[src/rtl/endpoint_tx_loader.sv]
// Bus master that streams payload words into the endpoint TX cache, then programs and triggers the send.
// Optional word readback/verify after each cache write: define ENDPOINT_TX_LOADER_READBACK_EN.
module endpoint_tx_loader #(
    parameter int          NUM_MSGS        = 4,
    parameter int          CACHE_NUM_WORDS = 128,
    parameter logic [31:0] TX_CACHE_BASE   = 32'h2000,
    parameter logic [31:0] TX_SEND_ADDR    = 32'h1004,
    localparam int         IDW             = $clog2(NUM_MSGS),
    localparam int         OW              = $clog2(CACHE_NUM_WORDS),
    localparam int         LW              = OW + 1
) (
    input  logic           clk,
    input  logic           n_rst,
    input  logic           cmd_valid,
    output logic           cmd_ready,
    input  logic [IDW-1:0] cmd_msg_id,
    input  logic [OW-1:0]  cmd_word_offset,
    input  logic [LW-1:0]  cmd_len,
    input  logic           data_valid,
    output logic           data_ready,
    input  logic [31:0]    data_word,
    output logic           busy,
    output logic           done,
    output logic           err,
    output logic [31:0]    bus_addr,
    output logic           bus_wen,
    output logic           bus_ren,
    output logic [31:0]    bus_wdata,
    output logic [3:0]     bus_strobe,
    input  logic [31:0]    bus_rdata,
    input  logic           bus_error,
    input  logic           bus_request_stall
);

    localparam logic [2:0] S_IDLE  = 3'd0;
    localparam logic [2:0] S_SETUP = 3'd1;
    localparam logic [2:0] S_LOAD  = 3'd2;
    localparam logic [2:0] S_PTR   = 3'd3;
    localparam logic [2:0] S_SEND  = 3'd4;

    localparam logic [LW-1:0] ONE   = LW'(1);
    localparam logic [LW:0]   DEPTH = (LW+1)'(CACHE_NUM_WORDS);

    logic [2:0]     state;
    logic [IDW-1:0] msg_id_q;
    logic [OW-1:0]  off_q;
    logic [LW-1:0]  len_q;
    logic [LW-1:0]  idx_q;
    logic [31:0]    wr_addr_q;
    logic [31:0]    beat_data;
    logic           beat_valid;
    logic           done_q;
    logic           err_q;
    logic           rd_phase;

    logic [LW:0]    end_w;
    logic           reject;
    logic           xfer;
    logic           beat_fin;
    logic           abort;
    logic           last_beat;

    // One extra bit so offset+len can never wrap past the window check
    assign end_w     = (LW+1)'(cmd_word_offset) + (LW+1)'(cmd_len);
    assign reject    = (cmd_len == '0) || (end_w > DEPTH);
    assign xfer      = (bus_wen | bus_ren) & ~bus_request_stall;
    assign last_beat = (idx_q + ONE) == len_q;

    assign cmd_ready  = (state == S_IDLE);
    assign busy       = (state != S_IDLE);
    assign data_ready = (state == S_LOAD) && !beat_valid;
    assign done       = done_q;
    assign err        = err_q;
    assign bus_strobe = {4{bus_wen}};

`ifdef ENDPOINT_TX_LOADER_READBACK_EN
    assign bus_ren = (state == S_LOAD) && beat_valid && rd_phase;
`else
    logic unused_rdata;
    assign unused_rdata = ^bus_rdata;
    assign rd_phase     = 1'b0;
    assign bus_ren      = 1'b0;
`endif

    always_comb begin
        beat_fin = 1'b0;
        abort    = 1'b0;
        if (xfer) begin
            if (bus_error) begin
                abort = 1'b1;
            end else if (state == S_LOAD) begin
`ifdef ENDPOINT_TX_LOADER_READBACK_EN
                if (rd_phase) begin
                    if (bus_rdata != beat_data) abort = 1'b1;
                    else beat_fin = 1'b1;
                end
`else
                beat_fin = 1'b1;
`endif
            end
        end
    end

    always_comb begin
        bus_wen   = 1'b0;
        bus_addr  = '0;
        bus_wdata = '0;
        case (state)
            S_LOAD: begin
                if (beat_valid) begin
                    bus_addr  = wr_addr_q;
                    bus_wdata = beat_data;
                    bus_wen   = !rd_phase;
                end
            end
            S_PTR: begin
                bus_wen   = 1'b1;
                bus_addr  = 32'(msg_id_q) << 2;
                bus_wdata = 32'(off_q) << 2;
            end
            S_SEND: begin
                bus_wen   = 1'b1;
                bus_addr  = TX_SEND_ADDR;
                bus_wdata = 32'(msg_id_q);
            end
            default: ;
        endcase
    end

    always_ff @(posedge clk or negedge n_rst) begin
        if (!n_rst) begin
            state      <= S_IDLE;
            msg_id_q   <= '0;
            off_q      <= '0;
            len_q      <= '0;
            idx_q      <= '0;
            wr_addr_q  <= '0;
            beat_data  <= '0;
            beat_valid <= 1'b0;
            done_q     <= 1'b0;
            err_q      <= 1'b0;
`ifdef ENDPOINT_TX_LOADER_READBACK_EN
            rd_phase   <= 1'b0;
`endif
        end else begin
            done_q <= 1'b0;
            err_q  <= 1'b0;
            case (state)
                S_IDLE: begin
                    if (cmd_valid) begin
                        msg_id_q <= cmd_msg_id;
                        off_q    <= cmd_word_offset;
                        len_q    <= cmd_len;
                        idx_q    <= '0;
                        if (reject) err_q <= 1'b1;
                        else state <= S_SETUP;
                    end
                end
                // Precompute the first cache byte address so LOAD only increments
                S_SETUP: begin
                    wr_addr_q <= TX_CACHE_BASE + (32'(off_q) << 2);
                    state     <= S_LOAD;
                end
                S_LOAD: begin
                    if (data_ready && data_valid) begin
                        beat_valid <= 1'b1;
                        beat_data  <= data_word;
                    end
`ifdef ENDPOINT_TX_LOADER_READBACK_EN
                    if (xfer && !rd_phase && !bus_error) rd_phase <= 1'b1;
`endif
                    if (beat_fin) begin
                        beat_valid <= 1'b0;
`ifdef ENDPOINT_TX_LOADER_READBACK_EN
                        rd_phase   <= 1'b0;
`endif
                        idx_q      <= idx_q + ONE;
                        wr_addr_q  <= wr_addr_q + 32'd4;
                        if (last_beat) state <= S_PTR;
                    end
                end
                S_PTR: begin
                    if (xfer && !bus_error) state <= S_SEND;
                end
                S_SEND: begin
                    if (xfer && !bus_error) begin
                        done_q <= 1'b1;
                        state  <= S_IDLE;
                    end
                end
                default: state <= S_IDLE;
            endcase
            if (abort) begin
                err_q      <= 1'b1;
                state      <= S_IDLE;
                beat_valid <= 1'b0;
`ifdef ENDPOINT_TX_LOADER_READBACK_EN
                rd_phase   <= 1'b0;
`endif
            end
        end
    end

endmodule

[config.mk]
export PLATFORM = sky130hd
export DESIGN_NAME = endpoint_tx_loader
export DESIGN_NICKNAME = d
export VERILOG_FILES = /design/src/rtl/endpoint_tx_loader.sv
export SDC_FILE = /design/constraint.sdc
export NUM_CORES = 1
export LEC_CHECK = 0
export CAP_MARGIN = 30
export CORE_MARGIN = 2
export CORE_UTILIZATION = 45
export DETAILED_ROUTE_END_ITERATION = 8
export PLACE_DENSITY = 0.77
export REMOVE_ABC_BUFFERS = 1
export SYNTH_ARGS = -nofsm -noshare
export SYNTH_HDL_FRONTEND = slang
export SYNTH_SLANG_ARGS = --single-unit
[constraint.sdc]
create_clock -name clk -period 5.7 [get_ports clk]
set_input_delay 0.855 -clock clk [delete_from_list [all_inputs] [get_ports clk]]
set_output_delay 0.855 -clock clk [all_outputs]
set_load 0.01 [all_outputs]
== Word-level counts from Yosys, hierarchy flattened ==
Index checks and enable logic that the tools add are counted.

* Register bits: 95
* Latch bits: 0
* Memories kept: 0
* Output and inout bits: 75
* ROM bits: 0
* Bits of input ports: 87
* RAM bits: 0

* Add/sub/neg operators: 4
* Shifts and indexed selects: 0
* Mux-type cells: 34
* Reduce and logical (&&, ||, !) cells: 20
* Eq/ne operators: 13
* Multipliers: 0
* Order comparisons: 1
* Div/mod/pow operators: 0
* Bitwise logic cells: 2

{| class="wikitable"
|+ Operators with widths
! operator !! count
|-
| $pmux W32 S3 || 2
|-
| $mux W32 || 3
|-
| $pmux W32 S2 || 1
|-
| $add A32 B3 Y32 const B || 1
|-
| $mux W3 || 7
|-
| $mux W1 || 16
|-
| $mux W8 || 2
|-
| $pmux W8 S2 || 1
|-
| $add A14 B9 Y15 const A || 1
|-
| $pmux W3 S5 || 1
|-
| $ne A3 B3 Y1 const B || 4
|-
| $add A7 B8 Y9 || 1
|-
| $gt A9 B8 Y1 const B || 1
|-
| $add A8 B1 Y8 const B || 1
|-
| $eq A8 B8 Y1 || 1
|-
| $logic_not A8 Y1 || 1
|-
| $reduce_and A2 Y1 || 4
|-
| $eq A3 B2 Y1 const B || 2
|-
| $ne A3 B2 Y1 const B || 2
|-
| $reduce_and A6 Y1 || 1
|-
| $reduce_bool A2 Y1 || 3
|-
| $reduce_bool A3 Y1 || 2
|-
| $ne A2 B2 Y1 const B || 2
|-
| $eq A3 B1 Y1 const B || 1
|-
| 10 further kinds || 13
|}

== Depth between registers and ports, before layout ==
Gate-level depths: netlist of run 1.

* Depth in word-level cells: 8
* Gate-level depth with buffers: 8

== Worst setup path before layout of run 1 ==
No wires, ideal clock.

* Kind: input-to-reg
* Start point: input cmd_word_offset[0]
* End point: register err_q (netlist: err)
* Path slack: 2983 ps
* Arrival: 2596 ps
* Stages on the path: 8
* Required time: 5578 ps
* Path buffers: 0
* Setup time: 122 ps
* Cells stage by stage: ha_1 > fa_1 > a211oi_2 > o21bai_1 > a311oi_1 > mux2_2 > a31oi_1 > a32o_1

* Word-level cells in the longest chain between the ends: 7

{| class="wikitable"
|+ RTL lines
! item !! line !! text
|-
| from (decl) || 17 || <nowiki>input logic [OW-1:0] cmd_word_offset,</nowiki>
|-
| $add A7 B8 Y9 || 64 || <nowiki>assign end_w = (LW+1)'(cmd_word_offset) + (LW+1)'(cmd_len);</nowiki>
|-
| $gt A9 B8 Y1 || 65 || <nowiki>assign reject = (cmd_len == '0) || (end_w > DEPTH);</nowiki>
|-
| $logic_or A1 B1 Y1 || 65 ||
|-
| $mux W1 || 155 || <nowiki>if (reject) err_q <= 1'b1;</nowiki>
|-
| $mux W1 || 150 || <nowiki>if (cmd_valid) begin</nowiki>
|-
| $mux W1 || 148 || <nowiki>case (state)</nowiki>
|-
| $mux W1 || 193 || <nowiki>if (abort) begin</nowiki>
|-
| to (signal assigned) || 147 || <nowiki>err_q <= 1'b0;</nowiki>
|-
| to (signal assigned) || 155 ||
|-
| to (signal assigned) || 194 || <nowiki>err_q <= 1'b1;</nowiki>
|-
| to (decl) || 53 || <nowiki>logic err_q;</nowiki>
|}

Every way passes these cells.
A chain may end at the register's enable or synchronous reset.

== Worst setup path after layout of run 1 ==
* Start point: register state[2]
* End point: output bus_wdata[0]

* Word-level cells in the longest chain between the ends: 2
* Elaborated cells on any way between the ends: 4

{| class="wikitable"
|+ RTL lines
! item !! line !! text
|-
| from (decl) || 44 || <nowiki>logic [2:0] state;</nowiki>
|-
| from (signal assigned) || 132 || <nowiki>state <= S_IDLE;</nowiki>
|-
| from (signal assigned) || 156 || <nowiki>else state <= S_SETUP;</nowiki>
|-
| from (signal assigned) || 162 || <nowiki>state <= S_LOAD;</nowiki>
|-
| $eq A3 B3 Y1 / $eq A3 B2 Y1 (equally long branches) || 108 || <nowiki>case (state)</nowiki>
|-
| $pmux W32 S3 (*) || 108 ||
|-
| to (decl) || 28 || <nowiki>output logic [31:0] bus_wdata,</nowiki>
|}

Every way passes the cells marked *; elsewhere a longest branch is shown, timed or not.

==> results of run 1 <==
## worst max-delay path, stage by stage, from the launching register on
cell	delay, ns
sky130_fd_sc_hd__dfrtp_1	0.52
sky130_fd_sc_hd__or3b_4	0.58
sky130_fd_sc_hd__nor2_8	0.57
sky130_fd_sc_hd__a22o_1	0.25
sky130_fd_sc_hd__clkdlybuf4s50_1	0.57
## registers in the layout, summed over array words and instances (netlist names)
name,count
beat_data,32
wr_addr_q,30
idx_q,8
len_q,8
off_q,7
state,3
msg_id_q,2
beat_valid,1
done,1
err,1
## worst max path at each step
| stage | slack (ns) | start | depth (start not counted) | endpoint |
|---|---|---|---|---|
| floorplan | 2.85 | state[2]$_DFFE_PN0P_ | 2 | bus_strobe[0] |
| detailed placement | 2.24 | cmd_len[0] | 9 | err$_DFF_PN0_ |
| CTS | 1.98 | state[2]$_DFFE_PN0P_ | 4 | bus_wdata[0] |
| finish | 2.02 | state[2]$_DFFE_PN0P_ | 4 | bus_wdata[0] |
| global route | 1.85 | state[2]$_DFFE_PN0P_ | 4 | bus_wdata[8] |
| global placement | 2.32 | cmd_len[0] | 9 | err$_DFF_PN0_ |
## layer usage
metal  GRT usage [%]  vias up  wire, um
li1                -     2132         -
met1            27.7     2113      5550
met2            34.2      156      6070
met3            3.67       25       735
met4            8.62        0       328
met5               0        -         0
## cell type report
| type | count | area, um^2 | share of cell area [%] |
|---|---|---|---|
| Inverter | 8 | 30.0 | 0.436 |
| Multi-Input combinational cell | 426 | 2790 | 40.5 |
| Sequential cell | 93 | 2330 | 33.8 |
| Clock inverter | 1 | 30.0 | 0.436 |
| Tap cell | 143 | 179 | 2.60 |
| Timing Repair Buffer | 128 | 1270 | 18.5 |
| Clock buffer | 14 | 264 | 3.83 |
## through the flow
step | hold slack (ns) | cell area [um^2] | total power [mW]
detailed placement | 0.476 | 6600 | 2.07
floorplan | 0.456 | 5140 | 1.62
global placement | 0.468 | 6600 | 2.04
finish | 0.396 | 6890 | 2.66
CTS | 0.403 | 6890 | 2.68
global route | 0.425 | 6890 | 2.84
## where the power goes
| group | internal (mW) | switching (mW) | total (mW) |
|---|---|---|---|
| combinational | 0.515 | 0.511 | 1.03 |
| clock | 0.362 | 0.241 | 0.603 |
| sequential | 0.873 | 0.159 | 1.03 |
## synthesized netlist by cell type (all sizes together), types with 3 or more instances
| master | n |
|---|---|
| mux2 | 33 |
| o31ai | 3 |
| a22o | 11 |
| buf | 20 |
| a22oi | 3 |
| nor2 | 45 |
| nor3 | 13 |
| o2111ai | 3 |
| o211ai | 3 |
| a21o | 3 |
| and4 | 3 |
| xnor2 | 4 |
| a21oi | 17 |
| dfrtp | 93 |
| ha | 9 |
| o21ai | 27 |
| inv | 8 |
| or2 | 3 |
| xor2 | 28 |
| a31oi | 4 |
| nand4 | 7 |
| nand2 | 87 |
| clkbuf | 10 |
| nor2b | 5 |
| nand3 | 23 |
| and2 | 54 |
| nand2b | 3 |
| and3 | 7 |
## kinds of logic after synthesis
kind of cell	after synthesis	synth area share [%]
other cells	1	0.0707
xor+xnor	32	5.28
mux	35	7.38
simple gates	258	25.6
buf+inv	38	3.70
compound gates	88	11.6
fa+ha+maj	10	2.50
flops	93	43.9
==> summary.txt, run 1 <==
Critical path
  • Nature of the critical path endpoint: output port
  • Critical R2R Capture: state[0]$_DFFE_PN0P_
  • Startpoint class of the critical path: flip-flop
  • Source of the worst register-to-register timing path: state[2]$_DFFE_PN0P_
  • Maximum fanout along the worst path: 60
  • Reg-to-reg setup timing slack: 3.26 ns
  • Worst Reg2Reg Path Length in Cells: 6
  • CP Data Required Time: 4.85 ns
  • Crit path arrival time: 2.83 ns
  • Critical path start-end classification: flip-flop to output port

Routing
  • Average wire per cell in the routed design: 15.6 um
  • Antenna-violating nets left: 0
  • Number of violations reported at the end of detailed-routing iteration 0: between 200 and 300
  • Length of the first detailed-routing pass in iterations: 4
  • Detailed-route via count: 4,426
  • Number of vias per cell after detailed routing: 5.44
  • DRC violations left: 0
  • Total wire length: 12.7 mm

Global route
  • Global router's overall resource usage: about a fifth
  • Wire length of the first global-routing pass: 21.7 mm
  • Pin count of the biggest net entering global routing: between 70 and 80
  • Initial antenna violation count: 0
  • Vias in the first global route: 4,525
  • Congestion Overflow GR: 0

Timing
  • RSZ-0062 raised after global routing: false
  • Setup TNS after final layout: 0 ns
  • Max Freq: 271 MHz
  • Final Skew: 0.00619 ns
  • Transition time at the pin with the least slew margin: 0.898 ns
  • Share of the clock period used by the worst path after layout: 64.6%
  • Post-route setup slack: 2.02 ns
  • Period minus WS final: 3.68 ns
  • Hold Violations, Final: 0
  • Number of pins with negative max-slew slack in the final report: 0
  • Normalized max-slew margin: 40.1%
  • Count of endpoints failing setup in the final report: 0

Cells and area
  • Filler Cells Inserted: 976
  • Number of nets at the end of the flow: 763
  • Leading cell type in the layout, fill and taps excluded: sky130_fd_sc_hd__clkdlybuf4s50_1
  • Layout Area Growth over Synthesis: 29.9%
  • Util after Layout: 60.1%
  • Antenna cells: 0
  • Highest-count cells in the layout ignoring fill and taps: sky130_fd_sc_hd__clkdlybuf4s50_1 (125), sky130_fd_sc_hd__dfrtp_1 (93), sky130_fd_sc_hd__nand2_1 (85)
  • Layout cell share with drive strength beyond 1: roughly a tenth
  • Non-filler cells in the finished layout: approximately 810

Floorplan
  • Effective utilization at floorplan: 46.3%
  • Floorplan die height: 113 um
  • Overall die area: 12,700 um^2
  • Placeable core region: 11,500 um^2
  • Number of primary I/O pins: 162
  • Core Rows: 39
  • Floorplan die width: 113 um

CTS
  • Buffers from clock root to sink, at most: 2
  • Clock latency on the worst-skew pair: 0.34 ns
  • Post-CTS Hold Fix Bufs: 0
  • TritonCTS Buffers: 9
  • Clock Root Buffer: sky130_fd_sc_hd__clkbuf_16
  • Number of levels the H-tree was split into: 3
  • Number of buffers inserted by post-CTS setup repair: 0
  • Count of instances resized after the clock tree is built: 0
  • CTS Sinks: 93
  • Clock transition at path regs: ~0.060 ns
  • CTS tree: built

Synthesis
  • Number of standard cells after synthesis: 555
  • Largest area contributor in the netlist: sky130_fd_sc_hd__dfrtp_1
  • Number of warnings issued by yosys: 0
  • Flip-flop and latch count after synthesis: 93
  • Async S/R FF share, synth: 100%
  • Fraction of the yosys area taken by sequential cells: 43.9%
  • Top_reg_cell synth: sky130_fd_sc_hd__dfrtp_1
  • Per-instance average area after synthesis: 9.56 um^2
  • Largest cells by area after synthesis: sky130_fd_sc_hd__dfrtp_1 (44%), sky130_fd_sc_hd__and2_1 (6.4%), sky130_fd_sc_hd__mux2_2 (6.2%)
  • Number of distinct library cells after synthesis: 65
  • Top cell type's share of synthesized area: 43.9%
  • Syn Std Cell Area: between 5000 and 6000 um^2
  • Count of flip-flops with a built-in enable after synthesis: 0

Placement
  • Final weighted congestion in routability-driven placement: 0.907
  • Port Buf Inserts: 126
  • Post-detailed-placement half-perimeter wirelength: around 9.0 mm
  • Setup slack after placement: around 2.2 ns
  • # placed instances: 798

Pwr
  • Power per Cell Area: 386 nW/um^2
  • Static Leakage: 3.01 nW
  • Maximum vdd ir drop: approximately 0.21 mV

Worst hold path
  • Tightest Hold Check Type: primary input to asynchronous set/reset pin

Outcome
  • Outcome: completed

Job
  • Max Cap Violations: 0
Note: power is estimated with default switching activity, not from simulation.
==> run 2: changes to the inputs <==
CORE_UTILIZATION = 43   (was 45)
clock period = 3 ns   (was 5.7 ns; I/O delays follow)
==> run 2 against run 1 <==
Flip-flop and latch count is the same. Combinational power up 100%. Critical path depth increased by 1. Utilization shrank 1.4 points. Total power rose by 97%. Largest cell class unchanged. First-iteration DRC count increased by 1.6%. Global-route usage fell by 0.33 points. Via count is 2.8% higher. Critical path type unchanged. Clock power up 100%. Sequential share of layout area fell by 0.76 points. Routed wire length increased by 3.5%. Clock skew shrank 0.0014 ns.
==> summary.txt, run 2 (synthesis results as in run 1) <==
Pwr
  • Power per Cell Area: 745 nW/um^2 (+93%)
  • Maximum vdd ir drop: 0.315 mV (+46%)
  • Static Leakage: 3.11 nW (+3.1%)

Critical path
  • Worst Reg2Reg Path Length in Cells: 4 (-2)
  • Beginning of the critical path: state[1]$_DFFE_PN0P_
  • Critical R2R Capture: beat_data[30]$_DFFE_PN0P_
  • CP Data Required Time: 2.55 ns (-2.30 ns)
  • Crit path arrival time: 2.41 ns (-0.42 ns)
  • Startpoint class of the critical path: flip-flop
  • Nature of the critical path endpoint: output port
  • Maximum fanout along the worst path: 33 (-45%)
  • Reg-to-reg setup timing slack: 0.84 ns (-2.42 ns)
  • Source of the worst register-to-register timing path: state[1]$_DFFE_PN0P_
  • Critical path start-end classification: flip-flop to output port
  • Timing endpoint of the critical path: bus_addr[14]

CTS
  • Post-CTS Hold Fix Bufs: 0 (unchanged)
  • Clock Root Buffer: sky130_fd_sc_hd__clkbuf_16
  • Buffers from clock root to sink, at most: 2 (unchanged)
  • CTS Sinks: 93 (unchanged)
  • TritonCTS Buffers: 9 (unchanged)
  • Clock transition at path regs: 0.07 ns (about the same)
  • CTS tree: built
  • Clock latency on the worst-skew pair: 0.34 ns (about the same)
  • Number of levels the H-tree was split into: 3 (unchanged)

Global route
  • Fraction of met3 tracks used by global routing: 4.64% (+0.97 points)
  • Vias in the first global route: 4,506 (-0.42%)
  • Congestion Overflow GR: 0 (unchanged)
  • Global router's overall resource usage: 20.6% (-0.33 points)
  • Fraction of met2 tracks used by global routing: 33.3% (-0.92 points)
  • Peak-usage layer in the global routing report: met2
  • Wire length of the first global-routing pass: 21.9 mm (+0.96%)
  • Initial antenna violation count: 0 (unchanged)
  • Pin count of the biggest net entering global routing: 54 (-26%)
  • Global routing usage on met1: 27.1% (-0.59 points)

Routing
  • DRC violations left: 0 (unchanged)
  • Detailed-route via count: 4,548 (+2.8%)
  • Average wire per cell in the routed design: 15.8 um (+1.0%)
  • Antenna-violating nets left: 0 (unchanged)
  • Length of the first detailed-routing pass in iterations: 5 (+1)
  • Number of vias per cell after detailed routing: 5.46 (+0.29%)
  • Number of violations reported at the end of detailed-routing iteration 0: 260 (+1.6%)
  • Total wire length: 13.1 mm (+3.5%)

Job
  • Max Cap Violations: 0 (unchanged)

Cells and area
  • Largest register by flop count: beat_data
  • Registers with the most flip-flops: beat_data: 32 flops, wr_addr_q: 30 flops
  • Layout cell share with drive strength beyond 1: 12.1% (+2.7 points)
  • Antenna cells: 0 (unchanged)
  • Number of nets at the end of the flow: 778 (+2.0%)
  • Leading cell type in the layout, fill and taps excluded: sky130_fd_sc_hd__clkdlybuf4s50_1
  • Flip-flop count of the largest register after layout: 32 (unchanged)
  • Highest-count cells in the layout ignoring fill and taps: sky130_fd_sc_hd__clkdlybuf4s50_1 (125), sky130_fd_sc_hd__dfrtp_1 (92), sky130_fd_sc_hd__nand2_1 (85)
  • Layout Area Growth over Synthesis: 33.0%
  • Util after Layout: 58.7% (-1.4 points)

Timing
  • Count of endpoints failing setup in the final report: 0 (unchanged)
  • Transition time at the pin with the least slew margin: 0.850 ns (-0.0487 ns)
  • Share of the clock period used by the worst path after layout: 95.5%
  • Period minus WS final: roughly 2.9 ns
  • RSZ-0062 raised after global routing: false
  • Setup TNS after final layout: 0 ns (unchanged)
  • Final Skew: 0.00475 ns (-0.00144 ns)
  • Normalized max-slew margin: 43.1% (+3.0 points)
  • Number of pins with negative max-slew slack in the final report: 0 (unchanged)
  • Max Freq: 349 MHz
  • Hold Violations, Final: 0 (unchanged)

Floorplan
  • Placeable core region: 12,000 um^2 (+4.7%)
  • Floorplan die height: 115 um (+2.2%)
  • Overall die area: 13,200 um^2 (+4.5%)
  • Number of primary I/O pins: 162 (unchanged)
  • Floorplan die width: 115 um (+2.2%)
  • Effective utilization at floorplan: 44.2% (-2.1 points)
  • Core Rows: 40 (+2.6%)

Worst hold path
  • Tightest Hold Check Type: primary input to asynchronous set/reset pin

Placement
  • Post-detailed-placement half-perimeter wirelength: 9.80 mm (+8.8%)
  • Final weighted congestion in routability-driven placement: 0.895 (-1.2%)
  • Port Buf Inserts: 126 (unchanged)

Outcome
  • Outcome: completed
## run 2: cell count changes in the layout (fill, tap and decap cells not counted), sizes merged
cell / previous run / this run
bufinv: 1 / 2
buf: 3 / 18
clkinvlp: 0 / 1
clkinv: 0 / 3
inv: 8 / 9
clkbuf: 14 / 9
## run 2: worst max-delay path, stage by stage, from the launching register on
cell	delay (ns)
sky130_fd_sc_hd__dfrtp_2	0.43
sky130_fd_sc_hd__or3b_4	0.52
sky130_fd_sc_hd__nor2_8	0.21
sky130_fd_sc_hd__buf_12	0.18
sky130_fd_sc_hd__and2_1	0.18
sky130_fd_sc_hd__clkdlybuf4s50_1	0.55
## run 2: area by class of cell
| type | count | area [um^2] |
|---|---|---|
| multi-input cells | 426 | 2790 |
| fillers | 1048 | 4960 |
| clock inverters | 7 | 98.8 |
| inverters | 8 | 30.0 |
| repair buffers | 143 | 1400 |
| clock buffers | 9 | 225 |
| well taps | 147 | 184 |
| flip-flops and latches | 93 | 2330 |
## run 2: metal layers
metal,vias up,part of all wire (%)
li1,2165,-
met1,2185,45
met2,170,46
met3,28,6.5
met4,0,2.4
met5,-,0
## run 2: through the flow
| step | total power [mW] | worst slack (ns) | hold slack (ns) | instance area, um^2 | instances |
|---|---|---|---|---|---|
| after floorplan | 3.08 | 0.558 | 0.154 | 5140 | 527 |
| after global placement | 3.95 | 0.0774 | 0.465 | 6710 | 815 |
| after detailed placement | 4.03 | -0.0109 | 0.477 | 6710 | 815 |
| after CTS | 5.30 | 0.0542 | 0.161 | 7050 | 833 |
| after global routing | 5.61 | 0.0193 | 0.194 | 7050 | 833 |
| final | 5.26 | 0.136 | 0.141 | 7050 | 833 |
## run 2: repair_timing
action | in CTS | in global routing
pin swaps | 1 | 0
setup buffers | 2 | 0
resized for setup | 0 | 1
setup endpoints to repair | 4 | 8
## run 2: power by group
group | switching [mW] | internal (mW) | leakage, nW | total [mW]
sequential | 0.308 | 1.66 | 1.18 | 1.97
combinational | 1.00 | 1.06 | 1.77 | 2.06
clock | 0.495 | 0.734 | 0.156 | 1.23
total | 1.80 | 3.45 | 3.11 | 5.26
## run 2: worst min-delay path by stage
stage,start,end
floorplan,n_rst,beat_data[0]$_DFFE_PN0P_
finish,n_rst,wr_addr_q[25]$_DFFE_PN0P_
CTS,n_rst,wr_addr_q[28]$_DFFE_PN0P_
detailed placement,beat_data[30]$_DFFE_PN0P_,beat_data[30]$_DFFE_PN0P_
global route,n_rst,wr_addr_q[25]$_DFFE_PN0P_
global placement,beat_data[30]$_DFFE_PN0P_,beat_data[30]$_DFFE_PN0P_
==> RTL change 1: new RTL, config.mk and constraints of run 2 <==
Change the parameter `CACHE_NUM_WORDS` from 128 to 256.
--- a/src/rtl/endpoint_tx_loader.sv
+++ b/src/rtl/endpoint_tx_loader.sv
@@ -4,3 +4,3 @@
     parameter int          NUM_MSGS        = 4,
-    parameter int          CACHE_NUM_WORDS = 128,
+    parameter int          CACHE_NUM_WORDS = 256,
     parameter logic [31:0] TX_CACHE_BASE   = 32'h2000,
Interface: changed (resized cmd_len and cmd_word_offset); port bits go from 162 to 164. No check against the original RTL was run, so the function may have changed too.
==> RTL change 1 against run 2 <==
- final area grew 3.3%
- count of clock-buffer cells in the layout grew 5
- wire length grew 5.1%
- synthesized area grew 4.1%
- power grew 6.7%
- worst setup slack lost 0.0059 ns
- combinational power grew 19%
- via count grew 1.4%
- sequential cell count grew 3
- clock power shrank 12%
- critical endpoint is now bus_wdata[9]
==> RTL change 1: results (changes against run 2) <==
metric	value	unit	change
status	complete, no violations		
async_reset_ff_share	100.0	%	unchanged
dp_hpwl	10.23	mm	+4.4%
post-place-ws	-0.1014	ns	-0.09053 ns
synth_compound_area_share	11.58	%	about the same
ir_worst_vdd	0.0004479	V	+42%
grt_max_degree	58		+7.4%
cts_buffer_depth	2		unchanged
die_x	117.3	um	+2.0%
vias	4611		+1.4%
io_buffers	128		+1.6%
hold_path_class	in -> async		
first_pass_iters	4		-1
fin_skew	0.005536	ns	+0.0007858 ns
synth_mux_area_share	10.77	%	+3.4 points
synthCells	556		+0.18%
place_area	7005	um^2	+4.4%
grt_pass1_vias	4544		+0.84%
yosys_warnings	0		unchanged
grt_pass1_wl	22.98	mm	+5.1%
dp.cells	840		+3.1%
ys_types	57		-12%
vias_per_cell	5.387		-1.3%
synth_xor_area_share	5.553	%	+0.27 points
cts_setup_buffers	0		-2
worst_path_max_delay_cell	clkdlybuf4s50_1		
wl_per_cell	16.12	um	+2.2%
nFillCells	1086		+3.6%
clkLatencyLatePin	0.34	ns	about the same
cpPeakStageDelay	0.56	ns	
antenna_cells	0		unchanged
gp_congestion	0.9162		+2.3%
leakage	3.088	nW	-0.60%
cts_resized	0		unchanged
drive_above_1_share	13.01	%	+0.91 points
htreeDepth	3		unchanged
ys_seq_area_share	43.52	%	-0.36 points
antenna_found_initial	0		unchanged
relSlewSlack	56.61	%	+13 points
reg.largest.list	beat_data: 32 flops, wr_addr_q: 30 flops		
cts_root_buffer	clkbuf_16		
finish.net_count	779		+0.13%
overflow	0		unchanged
cts_made_buffers	9		unchanged
dr.first_iter.drc_count	340		+31%
synthAdderAreaFrac	2.629	%	+0.13 points
clk_pin_slew	0.06	ns	
track_usage	20.43	%	-0.18 points
ys_top_cells_by_area	dfrtp_1 (44%), mux2_2 (10%), and2_1 (6.2%)		
critPathMaxFanout	57		+73%
netlist_top_cells_count	dfrtp_1 (96), and2_1 (55), mux2_2 (51)		
RTL change 1: metal layers:
layer  up-vias  share of wire (%)  GRT usage (%)  wire (um)
li1       2208                  -              -          -
met1      2230                 46          27.55       6282
met2       155                 48          33.52       6588
met3        18                5.2          3.259        711
met4         0                1.6          7.154        215
met5         -                  0              0          0
RTL change 1: final timing paths:
check | end | slack, ns | start | cells after the start
min in group clk | beat_data[11]$_DFFE_PN0P_ | 0.49 | beat_data[11]$_DFFE_PN0P_ | 1
max | bus_wdata[9] | 0.13 | state[2]$_DFFE_PN0P_ | 5
min reg2reg | beat_data[11]$_DFFE_PN0P_ | 0.49 | beat_data[11]$_DFFE_PN0P_ | 1
max reg2reg | beat_data[29]$_DFFE_PN0P_ | 0.63 | state[2]$_DFFE_PN0P_ | 6
min | wr_addr_q[30]$_DFFE_PN0P_ | 0.14 | n_rst | 1
max in group asynchronous | wr_addr_q[10]$_DFFE_PN0P_ | 2.17 | n_rst | 2
RTL change 1: where the power goes:
part           leakage [nW]  internal (W)  switching (W)  total, W
combinational          1.75       0.00130        0.00115   0.00245
sequential             1.20       0.00174       0.000340   0.00208
clock                 0.137      0.000609       0.000468   0.00108
RTL change 1: cell type report:
cell class | instances | area [um^2] | area share, %
Sequential cell | 96 | 2402 | 32.98
Timing Repair Buffer | 145 | 1431 | 19.65
Clock buffer | 14 | 264.0 | 3.625
Clock inverter | 2 | 13.76 | 0.1890
Inverter | 9 | 33.78 | 0.4638
Multi-Input combinational cell | 418 | 2923 | 40.13
Tap cell | 172 | 215.2 | 2.955
RTL change 1: worst max-delay path: cells and delay by family, from the launching register on:
family,cells,cell delay [ns]
buffers and inverters,2,0.79
AOI/OAI and AO/OA,1,0.18
and+or+nand+nor,2,0.63
DFF,1,0.48
==> RTL change 2: new RTL, config.mk and constraints of run 2 <==
Made on the original files. Register the input `cmd_word_offset` before use, with the module's reset. The logic sees it one clock later. The other inputs are not delayed to match.
--- a/src/rtl/endpoint_tx_loader.sv
+++ b/src/rtl/endpoint_tx_loader.sv
@@ -43,2 +43,12 @@
 
+    logic [OW-1:0] cmd_word_offset_q;
+
+    always_ff @(posedge clk or negedge n_rst) begin
+        if (!n_rst) begin
+            cmd_word_offset_q <= '0;
+        end else begin
+            cmd_word_offset_q <= cmd_word_offset;
+        end
+    end
+
     logic [2:0]     state;
@@ -63,3 +73,3 @@
     // One extra bit so offset+len can never wrap past the window check
-    assign end_w     = (LW+1)'(cmd_word_offset) + (LW+1)'(cmd_len);
+    assign end_w     = (LW+1)'(cmd_word_offset_q) + (LW+1)'(cmd_len);
     assign reject    = (cmd_len == '0) || (end_w > DEPTH);
@@ -151,3 +161,3 @@
                         msg_id_q <= cmd_msg_id;
-                        off_q    <= cmd_word_offset;
+                        off_q    <= cmd_word_offset_q;
                         len_q    <= cmd_len;
Check against the original RTL: not equivalent (a bounded check fails within 4 cycles, from zero or initial values and one cycle with n_rst low).
==> RTL change 2 against run 2 <==
- sequential cell count increased by 7
- synthesized area increased by 2.1%
- worst setup slack improved by 0.049 ns
- wire length increased by 5.4%
- power increased by 5.6%
- sequential share of layout area increased by 1.7 points
- final area increased by 2.2%
- core utilization decreased by 0.87 points
- die area increased by 2.1%
- clock power decreased by 7%
- highest routed layer unchanged
==> RTL change 2: results (changes against run 2) <==
metric	value	unit	change
dr.first_iter.drc_count	257		-1.2%
cts_resized	1		+1
drive_above_1_share	14.11	%	+2.0 points
routed_wl	13.84	mm	+5.4%
nFillCells	1049		+0.095%
met2_usage	35.58	%	+2.3 points
hold_ws	0.1405	ns	-0.0005870 ns
path_delay_family	buffers and inverters		
grt_use_met3	3.736	%	-0.90 points
dp_hpwl	10.14	mm	+3.4%
gp_congestion	0.8785		-1.9%
arrival	2.36	ns	-0.05 ns
vias	4614		+1.5%
leakage	3.194	nW	+2.8%
wl_met3	819	um	-3.4%
cts_setup_buffers	0		-2
status	complete, no violations		
grt_max_degree	52		-3.7%
met2WireLength	7.026	mm	+15%
ys_types	52		-20%
netlist_top_cells_count	dfrtp_1 (100), and3_1 (56), mux2_2 (49)		
use_met1	26.59	%	-0.54 points
grt_pass1_wl	22.34	mm	+2.1%
async_reset_ff_share	100.0	%	unchanged
swShare	34.59	%	+0.25 points
ys_seq_area_share	46.19	%	+2.3 points
critPathMaxFanout	9		-73%
finish.net_count	752		-3.3%
r2r-end	err$_DFF_PN0_		
worst_r2r_startpoint	cmd_word_offset_q[0]$_DFF_PN0_		
track_usage	21.03	%	+0.41 points
ir_worst_vdd	0.0003878	V	+23%
ff2ff_path_depth	7		+3
ff2ff_setup_slack	0.54	ns	-0.30 ns
ys_top_cells_by_area	dfrtp_1 (46%), mux2_2 (10%), and3_1 (6.5%)		
fin_skew	0.004601	ns	-0.0001492 ns
critical_path.endpoint	bus_wdata[7]		
post-place-ws	-0.005410	ns	+0.005492 ns
cts_buffer_depth	2		unchanged
m1WireLength	5.669	mm	-3.6%
relSlewSlack	56.62	%	+13 points
RTL change 2: changes by cell type after synthesis, sizes merged, moves of 6 or more:
cell    change
nand2      -61
and3       +49
and2       -46
clkbuf     +19
mux2       +16
buf        -10
nor2        -8
a21oi       +7
dfrtp       +7
or3         +7
nand4       +6
RTL change 2: cell type report:
cell class                      instances  share of cell area, %
Inverter                               10                 0.5206
Sequential cell                       100                  34.70
Multi-Input combinational cell        387                  37.91
Timing Repair Buffer                  147                  19.82
Clock buffer                           11                  3.366
Clock inverter                          4                 0.6941
Tap cell                              172                  2.985
RTL change 2: kinds of logic (layout without fill, tap and decap cells):
kind of cell             after synthesis  in the layout  share of synthesized area [%]
AND/OR/NAND/NOR                      196            196                          20.35
flip-flops                           100            100                          46.19
AO/OA/AOI/OAI                         98             98                          11.85
multiplexers                          50             50                          10.37
buffers and inverters                 49            172                          3.880
XOR/XNOR                              30             30                          4.850
adder cells (fa/ha/maj)               10             10                          2.448
other                                  1              3                        0.06922
RTL change 2: worst register-to-register path, stage by stage (launching register included):
cell and delay (ns):
dfrtp_1 0.38, ha_1 0.21, fa_1 0.41, a21o_1 0.22, a221o_1 0.33, a22o_1 0.24, a221o_1 0.37, a21o_1 0.18
RTL change 2: power by group through the flow:
stage          clock (W)  combinational [W]  sequential (W)
2_1_floorplan          0            0.00127         0.00205
3_3_place_gp           0            0.00217         0.00212
3_5_place_dp           0            0.00225         0.00215
4_1_cts          0.00118            0.00226         0.00213
5_1_grt          0.00124            0.00246         0.00219
6_report         0.00115            0.00226         0.00213
RTL change 2: per-stage QoR:
stage               util (%)  cells  instance area, um^2
floorplan                  -    497                 5253
global placement       55.44    816                 6910
detailed placement     55.44    816                 6910
CTS                    57.80    831                 7206
global route           57.84    831                 7211
finish                 57.84    831                 7211
